### src/rtl/throw_ballistics.sv
// throw_ballistics: charges a power value while the throw key is held, then
// launches and steps a projectile under gravity until it hits the target,
// falls to the ground or leaves the screen. All outputs are registered.
module throw_ballistics #(
    parameter int unsigned CHARGE_CYCLES = 1_000_000,
    parameter int unsigned MAX_POWER     = 63,
    parameter int unsigned STEP_CYCLES   = 1_083_333,
    parameter int unsigned START_X       = 100,
    parameter int unsigned START_Y       = 500,
    parameter int unsigned GROUND_Y      = 700,
    parameter int unsigned SCREEN_W      = 1024,
    parameter int unsigned TARGET_W      = 64,
    parameter int unsigned GRAVITY       = 1
) (
    input  logic        clk,
    input  logic        rst,
    input  logic        enable_draw,
    input  logic        throw_enable,
    input  logic [10:0] target_x,
    input  logic [9:0]  target_y,
    output logic [5:0]  power,
    output logic [10:0] proj_x,
    output logic [9:0]  proj_y,
    output logic        proj_active,
    output logic        hit,
    output logic        miss
);

    localparam int CCW = $clog2(CHARGE_CYCLES + 1);
    localparam int SCW = $clog2(STEP_CYCLES + 1);
    localparam logic signed [13:0] GROUND_S = 14'(GROUND_Y);
    localparam logic signed [13:0] SCREEN_S = 14'(SCREEN_W);

    typedef enum logic [2:0] {IDLE, CHARGE, ARMED, FLIGHT, RESULT} state_t;

    state_t             state_q, state_d;
    logic [5:0]         power_q, power_d;
    logic [CCW-1:0]     charge_cnt_q, charge_cnt_d;
    logic [SCW-1:0]     step_cnt_q, step_cnt_d;
    logic signed [11:0] x_q, x_d, y_q, y_d;
    logic [4:0]         vx_q, vx_d;
    logic signed [7:0]  vy_q, vy_d;
    logic [10:0]        proj_x_q, proj_x_d;
    logic [9:0]         proj_y_q, proj_y_d;
    logic               proj_active_q, proj_active_d;
    logic               hit_q, hit_d, miss_q, miss_d;

    logic signed [11:0] x_step, y_step;
    logic signed [7:0]  vy_step;
    logic signed [13:0] xs, ys, tx_lo, tx_hi, ty;
    logic               step_hit, step_miss;
    logic [10:0]        step_x_out;
    logic [9:0]         step_y_out;

    // Candidate motion step and its position checks, widened so target
    // bounds near the top of the 11-bit range compare correctly.
    always_comb begin
        x_step     = x_q + {7'b0, vx_q};
        y_step     = y_q + {{4{vy_q[7]}}, vy_q};
        vy_step    = vy_q + 8'(GRAVITY);
        xs         = {{2{x_step[11]}}, x_step};
        ys         = {{2{y_step[11]}}, y_step};
        tx_lo      = {3'b0, target_x};
        tx_hi      = tx_lo + 14'(TARGET_W);
        ty         = {4'b0, target_y};
        step_hit   = (xs >= tx_lo) && (xs < tx_hi) && (ys >= ty);
        step_miss  = (ys >= GROUND_S) || (xs >= SCREEN_S);
        step_x_out = (xs >= SCREEN_S) ? 11'(SCREEN_W - 1) : x_step[10:0];
        if (ys[13]) begin
            step_y_out = '0;
        end else if (ys >= GROUND_S) begin
            step_y_out = 10'(GROUND_Y);
        end else begin
            step_y_out = y_step[9:0];
        end
    end

    // Next-state and registered-output logic for the shot sequence.
    always_comb begin
        state_d       = state_q;
        power_d       = power_q;
        charge_cnt_d  = charge_cnt_q;
        step_cnt_d    = step_cnt_q;
        x_d           = x_q;
        y_d           = y_q;
        vx_d          = vx_q;
        vy_d          = vy_q;
        proj_x_d      = proj_x_q;
        proj_y_d      = proj_y_q;
        proj_active_d = 1'b0;
        hit_d         = 1'b0;
        miss_d        = 1'b0;
        case (state_q)
            IDLE: begin
                proj_x_d = 11'(START_X);
                proj_y_d = 10'(START_Y);
                if (enable_draw) begin
                    state_d      = CHARGE;
                    power_d      = '0;
                    charge_cnt_d = '0;
                end
            end
            CHARGE: begin
                if (!enable_draw) begin
                    state_d = ARMED;
                end else if (charge_cnt_q == CCW'(CHARGE_CYCLES - 1)) begin
                    charge_cnt_d = '0;
                    power_d      = (power_q >= 6'(MAX_POWER)) ? 6'(MAX_POWER) : power_q + 6'd1;
                end else begin
                    charge_cnt_d = charge_cnt_q + CCW'(1);
                end
            end
            ARMED: begin
                if (throw_enable) begin
                    state_d       = FLIGHT;
                    vx_d          = {1'b0, power_q[5:2]} + 5'd1;
                    vy_d          = 8'd0 - {3'b0, power_q[5:1]};
                    x_d           = 12'(START_X);
                    y_d           = 12'(START_Y);
                    step_cnt_d    = '0;
                    proj_active_d = 1'b1;
                end else if (enable_draw) begin
                    state_d      = CHARGE;
                    power_d      = '0;
                    charge_cnt_d = '0;
                end
            end
            FLIGHT: begin
                proj_active_d = 1'b1;
                if (step_cnt_q == SCW'(STEP_CYCLES - 1)) begin
                    step_cnt_d = '0;
                    x_d        = x_step;
                    y_d        = y_step;
                    vy_d       = vy_step;
                    proj_x_d   = step_x_out;
                    proj_y_d   = step_y_out;
                    if (step_hit) begin
                        state_d       = RESULT;
                        hit_d         = 1'b1;
                        proj_active_d = 1'b0;
                    end else if (step_miss) begin
                        state_d       = RESULT;
                        miss_d        = 1'b1;
                        proj_active_d = 1'b0;
                    end
                end else begin
                    step_cnt_d = step_cnt_q + SCW'(1);
                end
            end
            RESULT: begin
                // Final position is visible during RESULT; load the launch
                // point now so it appears together with IDLE.
                state_d  = IDLE;
                proj_x_d = 11'(START_X);
                proj_y_d = 10'(START_Y);
            end
            default: state_d = IDLE;
        endcase
    end

    // State and output registers with synchronous reset.
    always_ff @(posedge clk) begin
        if (rst) begin
            state_q       <= IDLE;
            power_q       <= '0;
            charge_cnt_q  <= '0;
            step_cnt_q    <= '0;
            x_q           <= 12'(START_X);
            y_q           <= 12'(START_Y);
            vx_q          <= '0;
            vy_q          <= '0;
            proj_x_q      <= 11'(START_X);
            proj_y_q      <= 10'(START_Y);
            proj_active_q <= 1'b0;
            hit_q         <= 1'b0;
            miss_q        <= 1'b0;
        end else begin
            state_q       <= state_d;
            power_q       <= power_d;
            charge_cnt_q  <= charge_cnt_d;
            step_cnt_q    <= step_cnt_d;
            x_q           <= x_d;
            y_q           <= y_d;
            vx_q          <= vx_d;
            vy_q          <= vy_d;
            proj_x_q      <= proj_x_d;
            proj_y_q      <= proj_y_d;
            proj_active_q <= proj_active_d;
            hit_q         <= hit_d;
            miss_q        <= miss_d;
        end
    end

    assign power       = power_q;
    assign proj_x      = proj_x_q;
    assign proj_y      = proj_y_q;
    assign proj_active = proj_active_q;
    assign hit         = hit_q;
    assign miss        = miss_q;

endmodule

### config.mk
export PLATFORM = sky130hd
export DESIGN_NAME = throw_ballistics
export DESIGN_NICKNAME = d
export VERILOG_FILES = /design/src/rtl/throw_ballistics.sv
export SDC_FILE = /design/constraint.sdc
export NUM_CORES = 1
export LEC_CHECK = 0
export ABC_AREA = 1
export ABC_CLOCK_PERIOD_IN_PS = 5000
export CAP_MARGIN = 20
export CORE_AREA = 5 5 130 132
export CTS_BUF_LIST = sky130_fd_sc_hd__clkbuf_4 sky130_fd_sc_hd__clkbuf_8 sky130_fd_sc_hd__clkbuf_16
export CTS_CLUSTER_SIZE = 40
export DETAILED_ROUTE_END_ITERATION = 12
export DIE_AREA = 0 0 135 137
export HOLD_SLACK_MARGIN = 0.06
export PLACE_DENSITY = 0.75
export SYNTH_ARGS = -nofsm -noshare
export SYNTH_HDL_FRONTEND = slang
export SYNTH_SLANG_ARGS = --single-unit
### constraint.sdc
create_clock -name clk -period 5 [get_ports clk]
set_clock_uncertainty 0.15 [all_clocks]
set_input_delay 1 -clock clk [delete_from_list [all_inputs] [get_ports clk]]
set_output_delay 1 -clock clk [all_outputs]
set_load 0.01 [all_outputs]
Yosys cells after proc, flatten, opt, wreduce, memory -nomap -nowiden --
Index checks and enable logic that the tools add are counted.
Word-level totals: bits in registers 111, logic and storage cells 104
Operators by class: add/subtract/negate cells 9, magnitude comparators 6, eq/ne operators 13, mux-type cells 44, bitwise logic cells 2, reductions and logical operators 17
Operators by type and width (count):
- two-way mux 20 bit | 4
- case mux 20 bit (3 select lines) | 1
- two-way mux 12 bit | 4
- case mux 12 bit (2 select lines) | 2
- two-way mux 21 bit | 2
- case mux 21 bit (2 select lines) | 1
- two-way mux 10 bit | 3
- two-way mux 6 bit | 5
- two-way mux 11 bit | 2
- case mux 11 bit (2 select lines) | 1
- adder 21 x 1 -> 21 bit (second input constant) | 1
- equality test 21 bit (second input constant) | 1
- adder 20 x 1 -> 20 bit (second input constant) | 1
- equality test 20 bit (second input constant) | 1
- case mux 10 bit (2 select lines) | 1
- two-way mux 3 bit | 6
- case mux 6 bit (3 select lines) | 1
- two-way mux 8 bit | 2
- case mux 8 bit (2 select lines) | 1
- < comparator 12 x 13 -> 1 bit | 1
- adder 11 x 7 -> 12 bit (second input constant) | 1
- adder 12 bit | 1
- adder 12 x 5 -> 12 bit | 1
- greater-or-equal comparator 12 x 11 -> 1 bit | 1
- 28 further kinds | 46

Logic depth before layout (Yosys ltp) --
depth after elaboration 7, depth in mapped cells 24

Worst setup path after synthesis --
OpenSTA, ideal clock, no wires.
kind flip-flop to flip-flop, start reg x_q[0], end reg state_q[2], library setup time 130 ps, arrival time 2626 ps, data required time 4720 ps, slack 2094 ps, cell stages (with the launch flop) 23, period minus slack after synthesis 2906 ps, cells stage by stage dfxtp_1 ha_1 fa_1 nand3_1 nand2_1 nand3_1 nand2_1 xor2_1 ha_1 nand2_1 a21oi_1 nor3b_1 nand2_1 nand2_1 nand2_1 nand2_1 nand2_1 nand2_1 nor2_1 nand2_1 nand3_2 nand2_1 nor3_2
On the way: cells in the longest elaborated chain, start to end 7, elaborated cells between the ends (all ways) 12
Ends and longest elaborated chain:
- start: declaration | RTL line 40 | logic signed [11:0] x_q, x_d, y_q, y_d;
- start signal: assignment | RTL line 168 | x_q <= 12'(START_X);
- adder 12 x 5 -> 12 bit * | RTL line 58 | x_step = x_q + {7'b0, vx_q};
- < comparator 12 x 13 -> 1 bit / greater-or-equal comparator 12 bit (equally long branches) | RTL line 66 | step_hit = (xs >= tx_lo) && (xs < tx_hi) && (ys >= ty);
- logical AND 1 bit (2 in series) | RTL line 66
- two-way mux 3 bit | RTL line 137 | if (step_hit) begin
- two-way mux 3 bit | RTL line 130 | if (step_cnt_q == SCW'(STEP_CYCLES - 1)) begin
- case mux 3 bit (4 select lines) | RTL line 93 | case (state_q)
- end signal: assignment | RTL line 178 | state_q <= state_d;
- end: declaration | RTL line 36 | state_t state_q, state_d;
Every way passes the cells marked *; elsewhere a longest branch is shown, timed or not. The select of a mux whose other input is x is not followed. A chain may end at the register's enable or synchronous reset.

Worst setup path after layout --
start reg x_q[0], end reg state_q[0]
Same word-level chain as after synthesis.

==> flow_metrics.tcl <==
set metrics [dict create \
    num_io_pins 55 \
    synth_edf_count 0 \
    diodes 0 \
    setup_violations 0 \
    ys_seq_area_frac 0.326 \
    clk_pin_slew_ns 0.08 \
    ant_nets 0 \
    grt-ovfl-total 0 \
    place_hpwl_mm 12.1 \
    endpoint_kind "flip-flop" \
    async_flop_share 0 \
    cp_max_fo 4 \
    syn_inst 992 \
    cts_hold_buffers 0 \
    grt_usage 0.180 \
    drc 0 \
    drtIter0Drc 326 \
    post_drt_wl_per_cell_um 12.8 \
    chipHeight_um 137 \
    powerDensity_mw_per_mm2 275 \
    cts_tree "built" \
    drive_gt1_frac 0.0393 \
    path_class "flip-flop to flip-flop" \
    coreArea_mm2 0.0156 \
    synth_nets 1069 \
    insertion_delay_ns 0.36 \
    grt_max_degree 44 \
    crit_chain "ha_1, fa_1, nand3_1, nand2_1, nand3_1, nand2_1, xor2_1, ha_1, nand2_1, a21oi_1, nor3b_1, nand2_1, nand2_1, nand2_1, nand2_1, nand2_1, nand2_1, nor2_1, nand2_1, nand3_2, nand3_1, nand2_1, nand2_1" \
    outcome "finished, final reports clean" \
    via_count 6428 \
    mostFrequentLayoutCell "nand2_1" \
    irDropWorstVdd_mv 0.232 \
    syn2layout_area_growth_pct 15.3 \
    post-route-period-util 0.681 \
    crit_path_frequent_cell "nand2_1" \
    synthDistinctLibCells 47 \
    synthesis.area_mm2 0.00681 \
    post_cts_buffers 0 \
    io_buffers 54 \
    start_kind "flip-flop" \
    power_mw 2.16 \
    cts_sinks 111 \
    h-tree-depth 3 \
    grt_pass1_vias 5981 \
    hold_viol 0 \
    hp-class "flip-flop to flip-flop" \
    cp.arrival_ns 3.56 \
    slowest_stage "fa_1" \
    synth-seq-cells 111 \
    cts_resized 0 \
    worstMarginPinSlew_ns 0.911 \
    crit_buf_inv 0 \
    avgSynthCellArea_um2 6.87 \
    fp-row-count 46 \
    place.gp.congestion 0.881 \
    final_cell_mix "nand2_1 (248), inv_1 (140), dfxtp_1 (111), nor2_1 (77), nand3_1 (76)" \
    p_leak_nw 3.47 \
    viasPerCell 5.11 \
    cts-buffers-inserted 9 \
    drv_cap 0 \
    cts_root_buffer "clkbuf_16" \
    max_freq_ghz 0.294 \
    dominantRegCellSynth "dfxtp_1" \
    dieArea_mm2 0.0185 \
    worstPathRequired_ns 5.16 \
    path_delay_family "simple AND/OR/NAND/NOR gates" \
    drt_first_pass_iters 6 \
    max-slew-margin-rel 0.391 \
    critPathMaxStageDelay_ns 0.42 \
    rsz0062_at_grt "no" \
    grt_pass1_wl_mm 27.6 \
    finalMaxSlewViolations 0 \
    final_net_count 1115 \
    antenna_found_initial 0 \
    hold_ws_ns 0.317 \
    initial_utilization 0.437 \
    fp.dieW_um 135 \
    fin_crit_ns 3.40 \
    clockBufferDepth 2 \
    drt-total-wl_mm 16.1 \
    fin_setup_tns_ns 0 \
    yosysWarnings 0 \
]
## sequential cells by signal, indices dropped and copies added (netlist names)
name,cells
step_cnt_q,21
vx_q,5
power,6
miss,1
charge_cnt_q,20
state_q,3
proj_active,1
proj_x,11
y_q,12
hit,1
x_q,12
proj_y,10
vy_q,8
## where the power goes
part	internal, mW	switching, mW
logic	0.164	0.302
registers	0.902	0.0232
clock network	0.414	0.352
total	1.48	0.677
## worst reg2reg max path, cell delays in order (launching register included)
cell and delay (ns):
dfxtp_1 0.32, ha_1 0.26, fa_1 0.42, nand3_1 0.10
nand2_1 0.11, nand3_1 0.09, nand2_1 0.06, xor2_1 0.33
ha_1 0.33, nand2_1 0.09, a21oi_1 0.05, nor3b_1 0.18
nand2_1 0.09, nand2_1 0.06, nand2_1 0.04, nand2_1 0.05
nand2_1 0.05, nand2_1 0.06, nor2_1 0.04, nand2_1 0.12
nand3_2 0.13, nand3_1 0.10, nand2_1 0.07, nand2_1 0.07
## through the flow
| stage | worst slack [ns] | cells | utilization | instance area, um^2 |
|---|---|---|---|---|
| 6_report | 1.60 | 1259 | 0.504 | 7860 |
| 5_1_grt | 1.30 | 1259 | 0.504 | 7860 |
| 4_1_cts | 1.60 | 1259 | 0.504 | 7860 |
| 3_5_place_dp | 1.43 | 1243 | 0.483 | 7530 |
| 3_3_place_gp | 1.47 | 1243 | 0.483 | 7530 |
| 2_1_floorplan | 2.09 | 992 | - | 6810 |
## final timing paths
| check | from | endpoint | slack (ns) | cells past startpoint |
|---|---|---|---|---|
| worst max-delay path | x_q[0]$_SDFFE_PP0P_ | state_q[0]$_SDFFE_PP0P_ | 1.60 | 23 |
| worst min-delay path | proj_y[3]$_SDFFE_PP0P_ | proj_y[3]$_SDFFE_PP0P_ | 0.32 | 2 |
| worst max register to register | x_q[0]$_SDFFE_PP0P_ | state_q[0]$_SDFFE_PP0P_ | 1.60 | 23 |
| worst min register to register | proj_y[3]$_SDFFE_PP0P_ | proj_y[3]$_SDFFE_PP0P_ | 0.32 | 2 |
## logic make-up (layout without fill, tap and decap cells)
kind of cell,after synthesis,count (layout),share of synthesized area
XOR/XNOR,30,30,0.0397
adder cells (fa/ha/maj),52,52,0.0977
buffers and inverters,167,218,0.0969
AO/OA/AOI/OAI,165,165,0.141
AND/OR/NAND/NOR,467,467,0.298
flip-flops,111,111,0.326
## layer usage
metal	GRT usage	share of wire	vias up
met5	0	0	-
met4	0.0498	0.012	0
met3	0.0346	0.047	12
met2	0.300	0.46	140
met1	0.240	0.48	2904
li1	-	-	3372
## synthesized netlist by cell type, types with 2 or more instances
cell,instances,area (um^2)
nor3_1,20,100
a211oi_1,5,37.5
fa_1,2,40.0
a31oi_1,5,31.3
buf_4,2,15.0
nor2_1,77,289
nand3_2,2,20.0
ha_1,50,626
nand3_1,76,380
buf_6,2,22.5
a221oi_1,8,70.1
inv_1,140,526
a21oi_1,71,355
nor3b_1,2,15.0
a32o_1,5,50.1
a22oi_1,3,22.5
o21ai_0,43,215
clkbuf_1,10,37.5
buf_2,9,45.0
nand2_2,5,31.3
o21bai_1,4,30.0
nand4_1,19,119
dfxtp_1,111,2220
nand2_1,248,931
o32ai_1,2,17.5
nor2_2,2,12.5
o221ai_1,2,17.5
o22ai_1,11,68.8
inv_2,4,15.0
nor4_2,2,25.0
nor4_1,6,37.5
a21o_1,2,15.0
xor2_1,22,193
xnor2_1,7,61.3
## final cells by class
class / instances / area (um^2)
fillers: 1560 / 7740
multi-input cells: 714 / 3930
flip-flops and latches: 111 / 2220
repair buffers: 58 / 571
inverters: 144 / 541
well taps: 216 / 270
clock buffers: 10 / 239
clock inverters: 6 / 81.3
(Power assumes the default switching activity.)
